==> src/rtl/axi_read_addr_decoder.sv <==
// axi_read_addr_decoder: takes one arbitrated AR request at a time, decodes
// ARADDR to S0, S1 or an internal DECERR default slave, issues the request
// on the shared slave AR bus and routes the R burst back to the owner.
// Ports: ACLK/ARESETn; *_ARB + M0/M1_flag arbiter side; ARID_S..ARBURST_S,
// ARVALID_S*/ARREADY_S*, R*_S*/RREADY_S* slave side; R*_M, RVALID_M*,
// RREADY_M* master side; RVALID_ARB any routed beat valid.
// Macro AXI_RDEC_LASTCHK_EN: RLAST_M from the beat count, RLAST_Sx
// mismatches reported as SLVERR, extra sticky output lastchk_err.
module axi_read_addr_decoder #(
    parameter int ID_BITS   = 4,
    parameter int ADDR_BITS = 32,
    parameter int LEN_BITS  = 4,
    parameter int DATA_BITS = 32,
    parameter logic [ADDR_BITS-1:0] S0_BASE = ADDR_BITS'(32'h0000_0000),
    parameter logic [ADDR_BITS-1:0] S1_BASE = ADDR_BITS'(32'h0001_0000)
) (
    input  logic                 ACLK,
    input  logic                 ARESETn,
    input  logic [ID_BITS-1:0]   ARID_ARB,
    input  logic [ADDR_BITS-1:0] ARADDR_ARB,
    input  logic [LEN_BITS-1:0]  ARLEN_ARB,
    input  logic [2:0]           ARSIZE_ARB,
    input  logic [1:0]           ARBURST_ARB,
    input  logic                 ARVALID_ARB,
    input  logic                 M0_flag,
    input  logic                 M1_flag,
    output logic                 ARREADY_ARB,
    output logic [ID_BITS+3:0]   ARID_S,
    output logic [ADDR_BITS-1:0] ARADDR_S,
    output logic [LEN_BITS-1:0]  ARLEN_S,
    output logic [2:0]           ARSIZE_S,
    output logic [1:0]           ARBURST_S,
    output logic                 ARVALID_S0,
    output logic                 ARVALID_S1,
    input  logic                 ARREADY_S0,
    input  logic                 ARREADY_S1,
    input  logic [ID_BITS+3:0]   RID_S0,
    input  logic [ID_BITS+3:0]   RID_S1,
    input  logic [DATA_BITS-1:0] RDATA_S0,
    input  logic [DATA_BITS-1:0] RDATA_S1,
    input  logic [1:0]           RRESP_S0,
    input  logic [1:0]           RRESP_S1,
    input  logic                 RLAST_S0,
    input  logic                 RLAST_S1,
    input  logic                 RVALID_S0,
    input  logic                 RVALID_S1,
    output logic                 RREADY_S0,
    output logic                 RREADY_S1,
    output logic [ID_BITS-1:0]   RID_M,
    output logic [DATA_BITS-1:0] RDATA_M,
    output logic [1:0]           RRESP_M,
    output logic                 RLAST_M,
    output logic                 RVALID_ARB,
    output logic                 RVALID_M0,
    output logic                 RVALID_M1,
    input  logic                 RREADY_M0,
    input  logic                 RREADY_M1
`ifdef AXI_RDEC_LASTCHK_EN
    ,
    output logic                 lastchk_err
`endif
);

    localparam int CW = LEN_BITS + 1;
    localparam logic [ADDR_BITS-1:0] WIN = ADDR_BITS'(32'h0000_FFFF);
    localparam logic [ADDR_BITS-1:0] S0_END = S0_BASE + WIN;
    localparam logic [ADDR_BITS-1:0] S1_END = S1_BASE + WIN;

    typedef enum logic [1:0] {
        IDLE,
        ADDR,
        DATA,
        DEFR
    } state_t;

    state_t               state_q, state_d;
    logic                 owner_q, owner_d;
    logic                 tgt_q, tgt_d;
    logic [ID_BITS+3:0]   aid_q, aid_d;
    logic [ADDR_BITS-1:0] addr_q, addr_d;
    logic [LEN_BITS-1:0]  len_q, len_d;
    logic [2:0]           size_q, size_d;
    logic [1:0]           burst_q, burst_d;
    logic [CW-1:0]        cnt_q, cnt_d;
    logic                 err_q, err_d;

    logic                 in_s0, in_s1, new_owner;
    logic                 s_rvalid, s_rlast, s_arready, m_rready;
    logic [DATA_BITS-1:0] s_rdata;
    logic [1:0]           s_rresp;
    logic [ID_BITS-1:0]   s_rid;
    logic                 cnt_last, rvalid, beat, data_end;
    logic [CW-1:0]        cnt_inc;
    logic                 unused_rid_hi;

    // Only the master-side ID bits travel back; the prefix is ours.
    assign unused_rid_hi = ^{RID_S0[ID_BITS+3:ID_BITS],
                             RID_S1[ID_BITS+3:ID_BITS]};

    assign in_s0 = (ARADDR_ARB >= S0_BASE) && (ARADDR_ARB <= S0_END);
    assign in_s1 = (ARADDR_ARB >= S1_BASE) && (ARADDR_ARB <= S1_END);
    // M0 wins if both flags are set; neither set also defaults to M0.
    assign new_owner = M1_flag && !M0_flag;

    assign s_rvalid  = tgt_q ? RVALID_S1  : RVALID_S0;
    assign s_rlast   = tgt_q ? RLAST_S1   : RLAST_S0;
    assign s_arready = tgt_q ? ARREADY_S1 : ARREADY_S0;
    assign s_rdata   = tgt_q ? RDATA_S1   : RDATA_S0;
    assign s_rresp   = tgt_q ? RRESP_S1   : RRESP_S0;
    assign s_rid     = tgt_q ? RID_S1[ID_BITS-1:0] : RID_S0[ID_BITS-1:0];
    assign m_rready  = owner_q ? RREADY_M1 : RREADY_M0;

    assign cnt_last = (cnt_q == {1'b0, len_q});
    assign cnt_inc  = (&cnt_q) ? cnt_q : cnt_q + CW'(1);

    // Held low through reset so no READY is advertised before release.
    assign ARREADY_ARB = ARESETn && (state_q == IDLE);

    assign ARVALID_S0 = (state_q == ADDR) && !tgt_q;
    assign ARVALID_S1 = (state_q == ADDR) && tgt_q;
    assign ARID_S     = aid_q;
    assign ARADDR_S   = addr_q;
    assign ARLEN_S    = len_q;
    assign ARSIZE_S   = size_q;
    assign ARBURST_S  = burst_q;

`ifdef AXI_RDEC_LASTCHK_EN
    assign data_end    = cnt_last;
    assign lastchk_err = err_q;
`else
    assign data_end    = s_rlast;
`endif

    always_comb begin
        rvalid    = 1'b0;
        RID_M     = '0;
        RDATA_M   = '0;
        RRESP_M   = 2'b00;
        RLAST_M   = 1'b0;
        RREADY_S0 = 1'b0;
        RREADY_S1 = 1'b0;
        unique case (state_q)
            DATA: begin
                rvalid    = s_rvalid;
                RID_M     = s_rid;
                RDATA_M   = s_rdata;
                RREADY_S0 = !tgt_q && m_rready;
                RREADY_S1 = tgt_q && m_rready;
`ifdef AXI_RDEC_LASTCHK_EN
                RLAST_M   = cnt_last;
                RRESP_M   = (s_rlast != cnt_last) ? 2'b10 : s_rresp;
`else
                RLAST_M   = s_rlast;
                RRESP_M   = s_rresp;
`endif
            end
            DEFR: begin
                rvalid  = 1'b1;
                RID_M   = aid_q[ID_BITS-1:0];
                RRESP_M = 2'b11;
                RLAST_M = cnt_last;
            end
            default: begin
            end
        endcase
    end

    assign RVALID_ARB = rvalid;
    assign RVALID_M0  = rvalid && !owner_q;
    assign RVALID_M1  = rvalid && owner_q;
    assign beat       = rvalid && m_rready;

    always_comb begin
        state_d = state_q;
        owner_d = owner_q;
        tgt_d   = tgt_q;
        aid_d   = aid_q;
        addr_d  = addr_q;
        len_d   = len_q;
        size_d  = size_q;
        burst_d = burst_q;
        cnt_d   = cnt_q;
        err_d   = err_q;
        unique case (state_q)
            IDLE: begin
                if (ARVALID_ARB) begin
                    owner_d = new_owner;
                    aid_d   = {new_owner ? 4'b0010 : 4'b0001, ARID_ARB};
                    addr_d  = ARADDR_ARB;
                    len_d   = ARLEN_ARB;
                    size_d  = ARSIZE_ARB;
                    burst_d = ARBURST_ARB;
                    cnt_d   = '0;
                    tgt_d   = !in_s0;
                    state_d = (in_s0 || in_s1) ? ADDR : DEFR;
                end
            end
            ADDR: begin
                if (s_arready) begin
                    cnt_d   = '0;
                    state_d = DATA;
                end
            end
            DATA: begin
                if (beat) begin
                    cnt_d = cnt_inc;
`ifdef AXI_RDEC_LASTCHK_EN
                    if (s_rlast != cnt_last) begin
                        err_d = 1'b1;
                    end
`endif
                    if (data_end) begin
                        state_d = IDLE;
                    end
                end
            end
            DEFR: begin
                if (beat) begin
                    cnt_d = cnt_inc;
                    if (cnt_last) begin
                        state_d = IDLE;
                    end
                end
            end
            default: state_d = IDLE;
        endcase
    end

    always_ff @(posedge ACLK or negedge ARESETn) begin
        if (!ARESETn) begin
            state_q <= IDLE;
            owner_q <= 1'b0;
            tgt_q   <= 1'b0;
            aid_q   <= '0;
            addr_q  <= '0;
            len_q   <= '0;
            size_q  <= '0;
            burst_q <= '0;
            cnt_q   <= '0;
            err_q   <= 1'b0;
        end else begin
            state_q <= state_d;
            owner_q <= owner_d;
            tgt_q   <= tgt_d;
            aid_q   <= aid_d;
            addr_q  <= addr_d;
            len_q   <= len_d;
            size_q  <= size_d;
            burst_q <= burst_d;
            cnt_q   <= cnt_d;
            err_q   <= err_d;
        end
    end

endmodule

==> config.mk <==
export PLATFORM = sky130hd
export DESIGN_NAME = axi_read_addr_decoder
export DESIGN_NICKNAME = d
export VERILOG_FILES = /design/src/rtl/axi_read_addr_decoder.sv
export SDC_FILE = /design/constraint.sdc
export NUM_CORES = 1
export LEC_CHECK = 0
export BUFFER_PORTS_ARGS = -buffer_cell sky130_fd_sc_hd__buf_4
export CORE_AREA = 2 2 93 95
export DETAILED_ROUTE_END_ITERATION = 10
export DIE_AREA = 0 0 95 97
export PLACE_DENSITY_LB_ADDON = 0.05
export SLEW_MARGIN = 20
export SYNTH_ARGS = -nofsm -noshare
export SYNTH_HDL_FRONTEND = slang
export SYNTH_SLANG_ARGS = --single-unit
==> constraint.sdc <==
create_clock -name ACLK -period 2.5 [get_ports ACLK]
set_clock_uncertainty 0.1 [all_clocks]
set_input_delay 0.5 -clock ACLK [delete_from_list [all_inputs] [get_ports ACLK]]
set_output_delay 0.5 -clock ACLK [all_outputs]
set_load 0.005 [all_outputs]
# Word-level counts from Yosys, hierarchy flattened
# Index checks and enable logic that the tools add are counted.
# word_totals
input_bits	142
output_inout_bits	96
ff_bits	58
wordCells	76
# classes
eq_ne	12
muxes	28
reduce_logical	22
n_lt_le_gt_ge	4
n_addsub	1
# op_table
operator	count
$mux W32	2
$ge A32 B1 Y1 const B	1
$ge A32 B17 Y1 const B	1
$le A32 B16 Y1 const B	1
$le A32 B17 Y1 const B	1
$mux W5	4
$mux W2	9
$pmux W5 S3	1
$ne A2 B2 Y1 const B	7
$logic_and A1 B1 Y1	11
$pmux W2 S4	1
$pmux W4 S2	1
$mux W1	6
$reduce_and A6 Y1	1
$add A5 B1 Y5 const B	1
$eq A5 B4 Y1	1
$reduce_and A5 Y1	1
$eq A2 B2 Y1 const B	2
$logic_not A1 Y1	4
$mux W4	1
$pmux W1 S2	2
$pmux W2 S2	1
$reduce_and A4 Y1	1
$eq A2 B1 Y1 const B	1
other kinds (5)	5

# Longest topological paths before layout
# depth
depth_word	6
ltp_mapped	7
ltp_nobuf	7

# Worst setup path after synthesis
# Ideal clock, no wire load.
# synth_path
path_kind	reg-to-reg
start	register cnt_q[0]
end	register cnt_q[1]
stages_incl_launch_ff	8
period_less_slack_ns	1.844
required_ns	2.278
slack_ns	0.656
t_arrival_ns	1.623
setup_ns	0.122
cell_sequence	dfrtp_1 ha_1 and3_1 ha_1 nor2b_1 o211ai_2 and2_1 a32o_1
# synth_via
elab_chain_len	4
word_cells_on_any_way	7
classes_between	add/sub: 1; eq/ne: 1; mux: 3; reduce/logical: 2
# synth_lines
element	line_no	source
start: declaration	84	logic [CW-1:0] cnt_q, cnt_d;
start signal: assignment	250	cnt_q <= cnt_d;
$add A5 B1 Y5	114	assign cnt_inc = (&cnt_q) ? cnt_q : cnt_q + CW'(1);
$mux W5	114	
$mux W5	205, 218	
$pmux W5 S3	184	unique case (state_q)
# Parallel ways exist; a longest one is shown, timed or not. The select of a mux whose other input is x is not followed.
# A chain may end at the register's enable or synchronous reset.

# Final worst setup path
# layout_path
start	register state_q[0]
end	output RDATA_M[19]
# layout_via
elab_chain_len	2
# layout_lines
element	line_no	source
start: declaration	76	state_t state_q, state_d;
start signal: assignment	242	state_q <= state_d;
$eq A2 B2 Y1	142	unique case (state_q)
$mux W32	142	
end: declaration	50	output logic [DATA_BITS-1:0] RDATA_M,
# Every way passes these cells.

==> reports/qor.yml <==
timing:
  report.final.setup_viol: 0
  tightest_slew_ps: 685
  fmax_ghz: 0.428
  maxSlewViolCount: 0
  finalCritPeriodShare_pct: 93.5
  rsz0062_at_grt: "no"
  max_slew_margin_pct: 54.3
  whs_ps: 226
  min_period_ps: 2340
  hold_viol_final: 0
  worst_slack_ps: 163
  finalSetupTns_ps: 0
floorplan:
  fp.dieW_um: 95
  die-area_mm2: 0.00922
  num_rows: 33
  core_area_mm2: 0.00813
  fp.dieH_um: 97
  start_util_pct: 37.3
  pin_count: 238
routing:
  drtAntennaViolNets: 0
  first_iter_violations: 98
  wire_per_inst_um: 15.6
  wirelength_um: 9260
  via_per_inst: 4.84
  drt_pre_antenna_iters: 4
  drc: 0
  num_vias: 2882
clocking:
  root_buffer: "clkbuf_8"
  numCtsBuffers: 5
  clkLatencyLatePin_ps: 300
  clock_path_buffers: 2
  cts_num_sinks: 55
  ctsResizeCount: 0
  clk_pin_slew_ps: 100
  tritoncts: "yes"
  ctsHoldBuffers: 0
  cts-htree-levels: 2
  cts_setup_buffers: 0
yosys:
  synth-simple-area-share_pct: 11.1
  synth_xor_area_share_pct: 1.73
  synth_compound_area_share_pct: 5.90
  synth_warnings: 0
  syn_avg_cell_area_um2: 11.3
  synthDistinctLibCells: 38
  ys_seq_elements: 55
  synth_cells: 269
  synth-adder-area-share_pct: 0.826
  yosysSeqAreaShare_pct: 45.4
  synth_top_family_by_area: "multiplexers"
  syn-cell-area_mm2: 0.00303
  muxShareOfSynthArea_pct: 30.7
layout:
  nets: 634
  drive_above_1_share_pct: 58.6
  final_common_cell: "buf_4"
  fill_cells: 732
  final_cell_mix: "buf_4 (231), dfrtp_1 (54), mux2_2 (44)"
  diodes: 0
  fin_area_mm2: 0.00491
  area_growth_pct: 62.2
setup_path:
  crit_fanout: 32
  rr_endpoint: "cnt_q[4]$_DFFE_PN0P_"
  critPathLaunchType: "flip-flop"
  ff2ff_path_depth: 7
  ff2ff_setup_slack_ps: 500
  crit_type: "flip-flop to output pin"
  r2r-start: "cnt_q[0]$_DFFE_PN0P_"
  cp_data_required_time_ps: 1900
  cp-end-kind: "output pin"
  cp.arrival_ps: 1740
placed_design:
  gp_routability_congestion: 0.769
  placed_area_mm2: 0.00482
  hpwlAfterDp_um: 7400
  dp_slack_ps: 454
  io_buffers: 227
power:
  power_mw: 4.59
  vdd_drop_max_v: 0.000562
  cellPowerDensity_mw_per_mm2: 935
  power_leakage_nw: 2.65
grt:
  grt_overflow_total: 0
  antenna_found_initial: 0
  grtUsageTotal_pct: 19.3
  grt_pass1_wl_um: 14100
  grt_max_degree: 56
  grt_pass1_vias: 2902
run:
  maxCapViolCount: 0
run_status:
  status: "finished, final reports clean"
hold_path:
  hp-class: "input pin to asynchronous set/reset pin"
## synth_stat cells, drive strengths merged
library cell / n / area, um^2
conb: 1 / 3.75
inv: 3 / 11.3
o31ai: 2 / 15.0
a211oi: 1 / 7.51
clkbuf: 2 / 7.51
o21a: 1 / 7.51
and3: 1 / 6.26
a21boi: 2 / 15.0
xor2: 2 / 17.5
a32oi: 2 / 17.5
dfrtp: 55 / 1380
nand2: 5 / 18.8
buf: 18 / 110
nor3b: 4 / 41.3
o2111ai: 1 / 8.76
nand3b: 2 / 15.0
nor2: 40 / 150
a211o: 1 / 8.76
ha: 2 / 25.0
nor2b: 2 / 12.5
and2: 5 / 31.3
o32ai: 1 / 8.76
o211ai: 2 / 20.0
a21oi: 3 / 15.0
xnor2: 4 / 35.0
nand4: 1 / 6.26
nand3: 2 / 10.0
o21ai: 7 / 35.0
mux2: 47 / 529
mux2i: 40 / 400
nor3: 5 / 25.0
nor4: 3 / 18.8
a32o: 2 / 20.0
## final cells by class
class                           count  area (um^2)  area share, %
Multi-Input combinational cell    192         1530           31.1
Inverter                            3         11.3          0.229
Tap cell                          105          131           2.67
Sequential cell                    55         1380           28.0
Timing Repair Buffer              233         1770           36.1
Clock inverter                      1         8.76          0.178
Clock buffer                        6         82.6           1.68
## through the flow
| step | util (%) | cells |
|---|---|---|
| after floorplan | - | 270 |
| after global placement | 59.3 | 588 |
| after detailed placement | 59.3 | 588 |
| after CTS | 60.4 | 595 |
| after global routing | 60.4 | 595 |
| final | 60.4 | 595 |
## where the power goes
part           internal, mW  switching (mW)
sequential             1.31           0.295
clock                 0.224           0.285
combinational          1.53           0.951
total                  3.06            1.53
## how the worst max path moves through the flow
stage / from / endpoint / slack, ps / cells past startpoint
floorplan: cnt_q[0]$_DFFE_PN0P_ / cnt_q[1]$_DFFE_PN0P_ / 660 / 7
detailed placement: RVALID_S1 / RVALID_M0 / 450 / 5
finish: state_q[0]$_DFFE_PN0P_ / RDATA_M[19] / 160 / 5
CTS: state_q[0]$_DFFE_PN0P_ / RDATA_M[19] / 150 / 5
global placement: RVALID_S1 / RVALID_M1 / 470 / 5
global route: state_q[0]$_DFFE_PN0P_ / RDATA_M[19] / 6 / 5
## cells by family after synthesis
| family | count (synthesis) |
|---|---|
| mux | 87 |
| compound gates | 25 |
| fa+ha+maj | 2 |
| xor+xnor | 6 |
| buf+inv | 23 |
| simple gates | 70 |
| other cells | 1 |
| flops | 55 |
## routing by layer
metal / global-route usage [%] / up-vias / wire length [um]
met5: 0 / - / 0
li1: - / 1385 / -
met2: 34.6 / 139 / 4740
met3: 6.15 / 18 / 936
met1: 20.8 / 1340 / 3320
met4: 7.02 / 0 / 257
## flip-flops by register name, indices dropped and copies added, names as in the netlist
register,count
owner_q,1
ARSIZE_S,3
ARBURST_S,2
ARLEN_S,4
cnt_q,5
ARID_S,5
tgt_q,1
ARADDR_S,32
state_q,2
## critical path, cell delays in order, from the launching register on
cell	delay, ps
dfrtp_1	510
inv_1	170
nand2_1	160
buf_4	340
nor2_1	110
buf_4	150
No activity file was read; power rests on OpenSTA's default activity.
